[config.mk]
export PLATFORM = sky130hd
export DESIGN_NAME = fifo_rd_drain
export DESIGN_NICKNAME = d
export VERILOG_FILES = /design/src/rtl/fifo_rd_drain.sv
export SDC_FILE = /design/constraint.sdc
export NUM_CORES = 1
export LEC_CHECK = 0
export CELL_PAD_IN_SITES_DETAIL_PLACEMENT = 1
export CELL_PAD_IN_SITES_GLOBAL_PLACEMENT = 2
export CORE_MARGIN = 1
export CORE_UTILIZATION = 34
export CTS_CLUSTER_SIZE = 30
export DETAILED_ROUTE_END_ITERATION = 10
export GPL_TIMING_DRIVEN = 0
export PLACE_DENSITY = 0.86
export SETUP_SLACK_MARGIN = 0.15
export SLEW_MARGIN = 20
export SYNTH_ARGS = -nofsm -noshare
export SYNTH_HDL_FRONTEND = slang
export SYNTH_SLANG_ARGS = --single-unit
[constraint.sdc]
create_clock -name rd_clk -period 5.5 [get_ports rd_clk]
set_input_delay 0.55 -clock rd_clk [delete_from_list [all_inputs] [get_ports rd_clk]]
set_output_delay 0.55 -clock rd_clk [all_outputs]
set_load 0.01 [all_outputs]
[src/rtl/fifo_rd_drain.sv]
// Read-side FIFO consumer: issues pops against a credit limit, absorbs the fixed
// read latency in a small prefetch buffer and presents a valid/ready stream.
//
// state    | meaning
// ---------+-------------------------------------------------------------
// ST_IDLE  | not fetching, nothing buffered or in flight
// ST_RUN   | fetching from the FIFO while en=1
// ST_DRAIN | en dropped; delivering buffered/in-flight words, no new pops
module fifo_rd_drain #(
   parameter int DATA_W     = 11,
   parameter int RD_LATENCY = 1,
   parameter int CNT_W      = 16
) (
   input  logic              rd_clk,
   input  logic              rst,
   input  logic              en,
   input  logic              fifo_empty,
   input  logic [DATA_W-1:0] fifo_data,
   output logic              fifo_rd_en,
   output logic [DATA_W-1:0] out_data,
   output logic              out_valid,
   input  logic              out_ready,
   output logic [CNT_W-1:0]  word_count,
   output logic [1:0]        state,
   output logic              idle
);

   localparam int BUF_DEPTH = RD_LATENCY + 1;
   localparam int PTR_W     = (BUF_DEPTH > 2) ? $clog2(BUF_DEPTH) : 1;
   localparam int OCC_W     = 3;
   localparam logic [PTR_W-1:0] LAST_PTR = PTR_W'(BUF_DEPTH - 1);
   localparam logic [OCC_W-1:0] DEPTH_C  = OCC_W'(BUF_DEPTH);

   typedef enum logic [1:0] {
      ST_IDLE  = 2'b00,
      ST_RUN   = 2'b01,
      ST_DRAIN = 2'b10
   } state_t;

   state_t cur_state, nxt_state;

   logic [DATA_W-1:0]     mem [BUF_DEPTH];
   logic [PTR_W-1:0]      head, tail;
   logic [OCC_W-1:0]      occ, occ_nxt, infl_cnt;
   logic [RD_LATENCY-1:0] infl, infl_nxt;
   logic                  pop, arrival, credit_ok;

   function automatic logic [PTR_W-1:0] ptr_inc(input logic [PTR_W-1:0] p);
      return (p == LAST_PTR) ? '0 : p + PTR_W'(1);
   endfunction

   assign out_valid = (occ != '0);
   assign out_data  = mem[head];
   assign pop       = out_valid & out_ready;
   assign arrival   = infl[RD_LATENCY-1];
   assign idle      = (occ == '0) && (infl == '0);
   assign state     = cur_state;

   always_comb begin
      infl_cnt = '0;
      for (int i = 0; i < RD_LATENCY; i++) begin
         infl_cnt = infl_cnt + OCC_W'(infl[i]);
      end
   end

   // Counting in-flight words as already occupied guarantees every return has a slot.
   assign credit_ok  = ((occ + infl_cnt - OCC_W'(pop)) < DEPTH_C);
   assign fifo_rd_en = (cur_state == ST_RUN) & en & ~fifo_empty & credit_ok;

   always_comb begin
      infl_nxt    = '0;
      infl_nxt[0] = fifo_rd_en;
      for (int i = 1; i < RD_LATENCY; i++) begin
         infl_nxt[i] = infl[i-1];
      end
      occ_nxt = occ + OCC_W'(arrival) - OCC_W'(pop);
   end

   always_comb begin
      nxt_state = cur_state;
      case (cur_state)
         ST_IDLE: begin
            if (en) nxt_state = ST_RUN;
         end
         ST_RUN: begin
            if (!en) nxt_state = ((occ != '0) || (infl != '0)) ? ST_DRAIN : ST_IDLE;
         end
         ST_DRAIN: begin
            if (en)                                        nxt_state = ST_RUN;
            else if ((occ_nxt == '0) && (infl_nxt == '0))  nxt_state = ST_IDLE;
         end
         default: nxt_state = ST_IDLE;
      endcase
   end

   always_ff @(posedge rd_clk) begin
      if (rst) begin
         cur_state  <= ST_IDLE;
         occ        <= '0;
         infl       <= '0;
         head       <= '0;
         tail       <= '0;
         word_count <= '0;
         for (int i = 0; i < BUF_DEPTH; i++) begin
            mem[i] <= '0;
         end
      end else begin
         cur_state <= nxt_state;
         occ       <= occ_nxt;
         infl      <= infl_nxt;
         if (arrival) begin
            mem[tail] <= fifo_data;
            tail      <= ptr_inc(tail);
         end
         if (pop) begin
            head       <= ptr_inc(head);
            word_count <= word_count + CNT_W'(1);
         end
      end
   end

endmodule

Yosys cells after proc, flatten, opt, wreduce, memory -nomap -nowiden
Memory sizes are Yosys's and may differ from the RTL's. A register that Yosys moved wholly into a read port is not among the register bits.
Index checks and enable logic that the tools add are counted.

storage, ports and cells
  register bits after elaboration = 24
  latch bits = 0
  memory bits (writable) = 22
  memory bits (read-only) = 0
  input bits = 16
  output and inout bits = 32
  word-level logic and storage cells = 52
  memories = 1

memories
  name  depth  width  rd ports  clocked after memory_dff  write ports  RTL line  RTL
  mem   2      11     1         1                         2            42        logic [DATA_W-1:0] mem [BUF_DEPTH];

cells by class
  $add $sub $neg = 5
  multipliers = 0
  div/mod/pow operators = 0
  $lt $le $gt $ge = 1
  eq/ne operators = 5
  shift-type cells = 0
  multiplexer cells = 18
  bitwise gates (word level) = 7
  reductions and logical operators = 9

operators by type and width
  kind                   number
  $add 16x1->16 const B  1
  $mux 1                 11
  $mux 11                1
  $reduce_or 11->1       1
  $mux 2                 5
  $logic_not 3->1        2
  $pmux 2 s3             1
  $and 1x1->1            4
  $ne 2x2->1 const B     2
  $add 3x1->3            1
  $lt 3x2->1 const B     1
  $ne 3x3->1 const B     1
  $not 1->1              3
  $reduce_and 3->1       1
  $reduce_bool 3->1      1
  $sub 3x1->3            1
  $add 1x1->1 const B    2
  $eq 2x1->1 const B     1
  $eq 2x2->1 const B     1
  $logic_and 1x1->1      2
  $logic_not 2->1        1
  $logic_or 1x1->1       1

Depth between registers and ports, before layout
Gate-level depths: netlist (run 1).

  word-level depth = 10
  mapped depth = 11
  gate-level depth less buffers = 11

Worst setup path before layout (run 1)
OpenSTA, ideal clock, no wires.

  path type = reg2out
  from = register occ[1]
  to = output port fifo_rd_en
  data arrival time = 2607 ps
  path slack = 2343 ps
  cell stages (with the launch flop) = 11
  cells stage by stage = dfxtp_1 o31ai_2 inv_1 ha_1 inv_1 ha_1 inv_1 fa_1 xnor3_1 nand2_1 nor4_1

between the ends
  cells in the longest elaborated chain, start to end = 5

ends and longest elaborated chain
  what                    RTL line  RTL
  from (decl)             44        logic [OCC_W-1:0] occ, occ_nxt, infl_cnt;
  from (signal assigned)  109       occ <= occ_nxt;
  $reduce_bool 3->1       52        assign out_valid = (occ != '0);
  $and 1x1->1             54        assign pop = out_valid & out_ready;
  net pop                 46        logic pop, arrival, credit_ok;
  $sub 3x1->3             67        assign credit_ok = ((occ + infl_cnt - OCC_W'(pop)) < DEPTH_C);
  $lt 3x2->1              67
  $and 1x1->1             68        assign fifo_rd_en = (cur_state == ST_RUN) & en & ~fifo_empty & credit_ok;
  to (decl)               19        output logic fifo_rd_en,

The timed path passes the listed nets, and every way through them passes these cells.

Worst setup path in the final report (run 1)
Ends and elaborated chain as after synthesis.

==> flow_summary.yaml, run 1 <==
critical_path:
  crit_path_frequent_cell: "sky130_fd_sc_hd__inv_1"
  worst_path_largest_cell_delay_ns: 0.60
  timing_worst_setup_path_type: "flop to primary output"
  worstPathMaxFanout: 9
  critical_path.startpoint_type: "flop"
  critical_path.n_buffers_inverters: 4
  cpLargestDelayFamily: "buffers and inverters"
  path_cells: "o31ai_2, inv_1, ha_1, inv_1, ha_1, inv_1, fa_1, xnor3_1, nand2_1, nor4_1, clkdlybuf4s50_1"
  data_arrival_time_of_the_worst_path_ns: 3.67
  cp.required_ns: 4.95
  end_kind: "primary output"
  timing.critical_path.slowest_stage_cell: "sky130_fd_sc_hd__clkdlybuf4s50_1"
timing:
  max_freq_mhz: 237
  max-slew-margin-rel: 0.585
  number_of_hold_slack_violations_in_the_final_timing_report: 0
  whs_ns: 0.494
  final.period_utilization: 0.767
  transition_time_at_the_pin_with_the_least_slew_margin_ns: 0.618
  clock-skew-final_ns: 0.00387
  setup_repair_after_global_routing_missed_its_margin: "no"
  setup_total_negative_slack_ns: 0
  slew_violations: 0
  period_needed_ns: 4.22
  final-setup-viol-count: 0
power_and_ir_drop:
  sequential_cell_fraction_of_total_power: 0.421
  fin_total_pwr_mw: 0.992
  power_frac_clock: 0.301
  sw_frac_of_total: 0.267
  pwr_density_cell_nw_per_um2: 357
  power.internal_mw: 0.727
  worst_ir_drop_vdd_uv: 161
  power.static_leakage_nw: 0.987
  combPwrFrac: 0.278
  power_switching_mw: 0.265
logic_synthesis:
  synth.yosys.seq_area_share: 0.559
  netlist_area_sq_um: 2080
  synth.top_cell.area_share: 0.318
  synth_fp_nets: 207
  number_of_flops_mapped_to_enable_cells_by_yosys: 22
  synth_register_bits: 47
  synth_async_sr_flop_share: 0
  synth_top_cell_by_area: "sky130_fd_sc_hd__edfxtp_1"
  synth.avg_cell_area_sq_um: 11.1
  ys_top_cells_by_count: "sky130_fd_sc_hd__dfxtp_1 (25), sky130_fd_sc_hd__and2_1 (22), sky130_fd_sc_hd__edfxtp_1 (22)"
  postSynthCellCount: 187
  post-synth-top-count-cell: "sky130_fd_sc_hd__dfxtp_1"
  synth_ff_type: "sky130_fd_sc_hd__dfxtp_1"
  yosys-top-cells-area: "sky130_fd_sc_hd__edfxtp_1 (32%), sky130_fd_sc_hd__dfxtp_1 (24%), sky130_fd_sc_hd__and2_1 (6.6%)"
  yosys_warnings: 0
  synth_cell_types: 36
global_routing:
  antenna_violations_before_repair: 0
  grt_first_pass_wirelength_mm: 7.15
  grt_pass1_vias: 1519
  gr-total-overflow: 0
  grt_overall_usage: 0.147
  grt_start_max_net_pins: 16
floorplanning:
  core.rowCount: 28
  die_h_um: 80.1
  floorplan.initialDensity: 0.351
  ios: 48
  core_region_area_sq_um: 5920
  dieArea_sq_um: 6420
  floorplan.die.width_um: 80.1
route:
  route.final.wire_length_mm: 4.41
  drtAntennaViolNets: 0
  routedWlPerCell_um: 13.9
  first_iter_violations: 63
  route.detailed.vias_per_inst: 4.87
  drtPass1Iterations: 6
  route.detailed.drc: 0
  detailroute.via_count: 1543
final_layout:
  area.growth.synth_to_final_pct: 33.9
  drive_above_1_share: 0.112
  layout.filler_cells: 660
  final_area_sq_um: 2780
  layout_nets: 261
  finish.utilization: 0.470
  n_antenna_cell: 0
placed_design:
  port-buffer-count: 47
  post_dp_cell_area_sq_um: 2640
  finalWeightedCongestion: 0.714
  place_hpwl_mm: 3.15
clock_network:
  h-tree-depth: 2
  tritoncts_clock_tree: "yes"
  tritoncts.num_buffers: 5
  clock_transition_at_the_registers_of_the_reported_paths_ns: 0.09
  max-clock-path-buffers: 2
  cts.hold.buffers_added: 0
  clk-insertion-delay-late_ns: 0.30
  postCtsSetupBuffers: 0
  clock-sinks: 47
  clock_tree.root_cell: "sky130_fd_sc_hd__clkbuf_8"
  cts.repair.resized: 0
flow_run:
  max_cap_violations: 0
worst_hold_path:
  worstHoldPathType: "flop to flop"
run_status:
  outcome: "finished clean"
==> per-stage QoR <==
stage,setup WS (ns),std cells
2_1_floorplan,2.34,187
3_3_place_gp,1.33,309
3_5_place_dp,1.32,309
4_1_cts,1.20,317
5_1_grt,0.957,317
6_report,1.28,317
==> layout by cell type, fill, tap and decap left out, types with 5 or more instances in the layout <==
master and instances:
sky130_fd_sc_hd__and2_1 22, sky130_fd_sc_hd__a21oi_1 7, sky130_fd_sc_hd__clkbuf_8 5, sky130_fd_sc_hd__inv_1 7
sky130_fd_sc_hd__o21ai_0 5, sky130_fd_sc_hd__nand4_1 6, sky130_fd_sc_hd__dfxtp_1 25, sky130_fd_sc_hd__nor2_1 17
sky130_fd_sc_hd__clkdlybuf4s50_1 47, sky130_fd_sc_hd__edfxtp_1 22, sky130_fd_sc_hd__xnor2_1 6, sky130_fd_sc_hd__mux2_2 12
sky130_fd_sc_hd__nand2_1 10
==> state kept, by name (all words and copies together), names as in the netlist, named ones only <==
name	flops
head	1
word_count	16
mem	22
tail	1
occ	3
state	2
arrival	1
==> layer usage <==
layer  wire [um]  track usage  part of all wire
met1        1980        0.181              0.45
met2        2290        0.259              0.52
met3         112       0.0239             0.025
met4          28       0.0482            0.0063
met5           0            0                 0
==> worst reg2reg max path: cells and delay by family (launching register included) <==
kind	cells	cell delay (ns)
adder cells (fa/ha/maj)	3	0.86
AO/OA/AOI/OAI	1	0.57
AND/OR/NAND/NOR	3	0.54
flip-flops	1	0.37
buffers and inverters	3	0.36
XOR/XNOR	1	0.24
==> power groups by stage <==
stage	sequential, mW	clock, mW	combinational (mW)
2_1_floorplan	0.424	0	0.159
3_3_place_gp	0.425	0	0.275
3_5_place_dp	0.427	0	0.280
4_1_cts	0.418	0.307	0.284
5_1_grt	0.422	0.318	0.304
6_report	0.417	0.299	0.276
==> cell type report <==
type	count	area [sq um]	area share
clock buffers	5	68.8	0.0248
plain buffers	7	27.5	0.00990
flip-flops and latches	47	1160	0.418
well taps	75	93.8	0.0338
inverters	7	26.3	0.00945
clock inverters	3	67.6	0.0243
repair buffers	47	470	0.169
multi-input cells	126	865	0.311
==> cell families after synthesis <==
| logic type | Yosys count | synth area share |
|---|---|---|
| buffers and inverters | 14 | 0.0259 |
| and+or+nand+nor | 82 | 0.219 |
| xor gates and xnor gates | 11 | 0.0530 |
| adders and majority gates | 4 | 0.0277 |
| DFF | 47 | 0.559 |
| muxes | 12 | 0.0651 |
| AOI/OAI and AO/OA | 17 | 0.0494 |
==> worst paths after layout <==
| kind | slack [ns] | to | start | depth (start not counted) |
|---|---|---|---|---|
| worst max-delay path | 1.28 | fifo_rd_en | occ[1] | 11 |
| worst min-delay path | 0.49 | word_count[15] | word_count[15] | 2 |
| worst max register to register | 2.50 | arrival | occ[1] | 11 |
| worst min register to register | 0.49 | word_count[15] | word_count[15] | 2 |
Note: power is estimated with default switching activity, not from simulation.
==> run 2: changes to the inputs <==
Settings changed: CORE_UTILIZATION 34 to 31, PLACE_DENSITY 0.86 to 0.8.
Clock period 5.5 ns to 4.3 ns, I/O delays scaled along.
==> flow_summary.yaml, run 2 (same netlist as run 1, synthesis figures left out) <==
run_status:
  outcome: "finished, violations left"
  violations: "design-rule violations"
route:
  route.detailed.vias_per_inst: 4.82
  first_iter_violations: 81
  drtPass1Iterations: 7
  route.final.wire_length_mm: 4.34
  routedWlPerCell_um: 13.6
  detailroute.via_count: 1537
  drtAntennaViolNets: 0
  route.detailed.drc: 4
final_layout:
  largest_reg_by_ff_count: "mem"
  drive_above_1_share: 0.107
  layoutNonFillerInstCount: 319
  largest_reg_flops: 22
  area.growth.synth_to_final_pct: 34.3
  layout_common_cells: "sky130_fd_sc_hd__clkdlybuf4s50_1 (47), sky130_fd_sc_hd__dfxtp_1 (25), sky130_fd_sc_hd__and2_1 (22), sky130_fd_sc_hd__edfxtp_1 (22), sky130_fd_sc_hd__nor2_1 (17)"
  n_antenna_cell: 0
  mostFrequentLayoutCell: "sky130_fd_sc_hd__clkdlybuf4s50_1"
  final_area_sq_um: 2790
  layout_nets: 261
  reg.largest.list: "mem x22, word_count x16, occ x3"
  finish.utilization: 0.434
  layout.filler_cells: 710
timing:
  whs_ns: 0.494
  final-setup-viol-count: 0
  number_of_hold_slack_violations_in_the_final_timing_report: 0
  slew_violations: 0
  worst_slack_ns: 0.454
  final.period_utilization: 0.894
  setup_repair_after_global_routing_missed_its_margin: "no"
  period_needed_ns: 3.85
  max-slew-margin-rel: 0.277
  clock-skew-final_ns: 0.00866
  setup_total_negative_slack_ns: 0
  transition_time_at_the_pin_with_the_least_slew_margin_ns: 1.08
  max_freq_mhz: 260
critical_path:
  setup.worst_path.end: "fifo_rd_en"
  worst_r2r_start: "occ[2]"
  worstPathMaxFanout: 9
  startpoint: "occ[2]"
  worstRegToRegCells: 11
  end_kind: "primary output"
  data_arrival_time_of_the_worst_path_ns: 3.42
  cp.required_ns: 3.87
  critical_path.startpoint_type: "flop"
  timing_worst_setup_path_type: "flop to primary output"
  crit-reg2reg-capture: "arrival"
  ff_to_ff_setup_slack_ns: 1.55
power_and_ir_drop:
  worst_ir_drop_vdd_uv: 215
  power.static_leakage_nw: 0.985
  pwr_density_cell_nw_per_um2: 457
  fin_total_pwr_mw: 1.27
placed_design:
  dp.cells: 311
  post_dp_cell_area_sq_um: 2640
  finalWeightedCongestion: 0.681
  port-buffer-count: 47
  dpl_worst_slack_ns: 0.355
  place_hpwl_mm: 3.05
floorplanning:
  core.rowCount: 29
  floorplan.die.width_um: 83.8
  core_region_area_sq_um: 6420
  ios: 48
  die_h_um: 83.8
  dieArea_sq_um: 7030
  floorplan.initialDensity: 0.323
clock_network:
  tritoncts_clock_tree: "yes"
  clk-insertion-delay-late_ns: 0.30
  clock-sinks: 47
  max-clock-path-buffers: 2
  clock_transition_at_the_registers_of_the_reported_paths_ns: 0.09
  tritoncts.num_buffers: 5
  h-tree-depth: 2
  clock_tree.root_cell: "sky130_fd_sc_hd__clkbuf_8"
global_routing:
  antenna_violations_before_repair: 0
  grt_first_pass_wirelength_mm: 7.02
  gr-total-overflow: 0
  grt_pass1_vias: 1444
  grt_overall_usage: 0.130
  grt_start_max_net_pins: 16
flow_run:
  max_cap_violations: 0
worst_hold_path:
  worstHoldPathType: "flop to flop"
-- run 2: metal layers --
layer,share of wire,global-route usage
met1,0.47,0.171
met2,0.48,0.209
met3,0.034,0.0257
met4,0.015,0.0517
met5,0,0
-- run 2: worst min path at each step --
| stage | start | to | slack [ns] | cells past startpoint |
|---|---|---|---|---|
| after global placement | word_count[15] | word_count[15] | 0.47 | 2 |
| final | word_count[15] | word_count[15] | 0.49 | 2 |
| after detailed placement | word_count[15] | word_count[15] | 0.49 | 2 |
| after CTS | word_count[15] | word_count[15] | 0.50 | 2 |
| after floorplan | head | flop | 0.48 | 2 |
| after global routing | word_count[15] | word_count[15] | 0.53 | 2 |
-- run 2: what timing repair did --
| action | in CTS | in global routing |
|---|---|---|
| pin swaps | 0 | 1 |
| buffers inserted | 0 | 0 |
| setup endpoints to repair | 1 | 1 |
| hold buffers | 0 | 0 |
| resized for setup | 1 | 0 |
-- run 2: layout make-up --
cell class | count | area [sq um] | area share
clock inverters | 3 | 67.6 | 0.0242
clock buffers | 5 | 68.8 | 0.0247
well taps | 77 | 96.3 | 0.0346
plain buffers | 7 | 27.5 | 0.00987
multi-input cells | 126 | 870 | 0.312
repair buffers | 47 | 470 | 0.169
inverters | 7 | 26.3 | 0.00943
flip-flops and latches | 47 | 1160 | 0.417
-- run 2: power by group --
group          switching [mW]  total [mW]  internal [mW]  leakage [nW]
Sequential             0.0338       0.539          0.505         0.430
Combinational           0.161       0.355          0.194         0.490
Clock                   0.148       0.380          0.232        0.0644
-- run 2: critical path, stage by stage, from the launching register on --
cell                              delay (ns)
sky130_fd_sc_hd__dfxtp_1                0.35
sky130_fd_sc_hd__o31ai_4                0.43
sky130_fd_sc_hd__inv_1                  0.22
sky130_fd_sc_hd__ha_1                   0.33
sky130_fd_sc_hd__inv_1                  0.05
sky130_fd_sc_hd__ha_1                   0.13
sky130_fd_sc_hd__inv_1                  0.05
sky130_fd_sc_hd__fa_1                   0.36
sky130_fd_sc_hd__xnor3_1                0.24
sky130_fd_sc_hd__nand2_1                0.08
sky130_fd_sc_hd__nor4_1                 0.29
sky130_fd_sc_hd__clkdlybuf4s50_1        0.60
==> run 3: changes to the inputs <==
Settings changed: ABC_CLOCK_PERIOD_IN_PS from default to 4300.
==> results of run 3 <==
Final layout, timing and power as in run 2 (identical DEF).
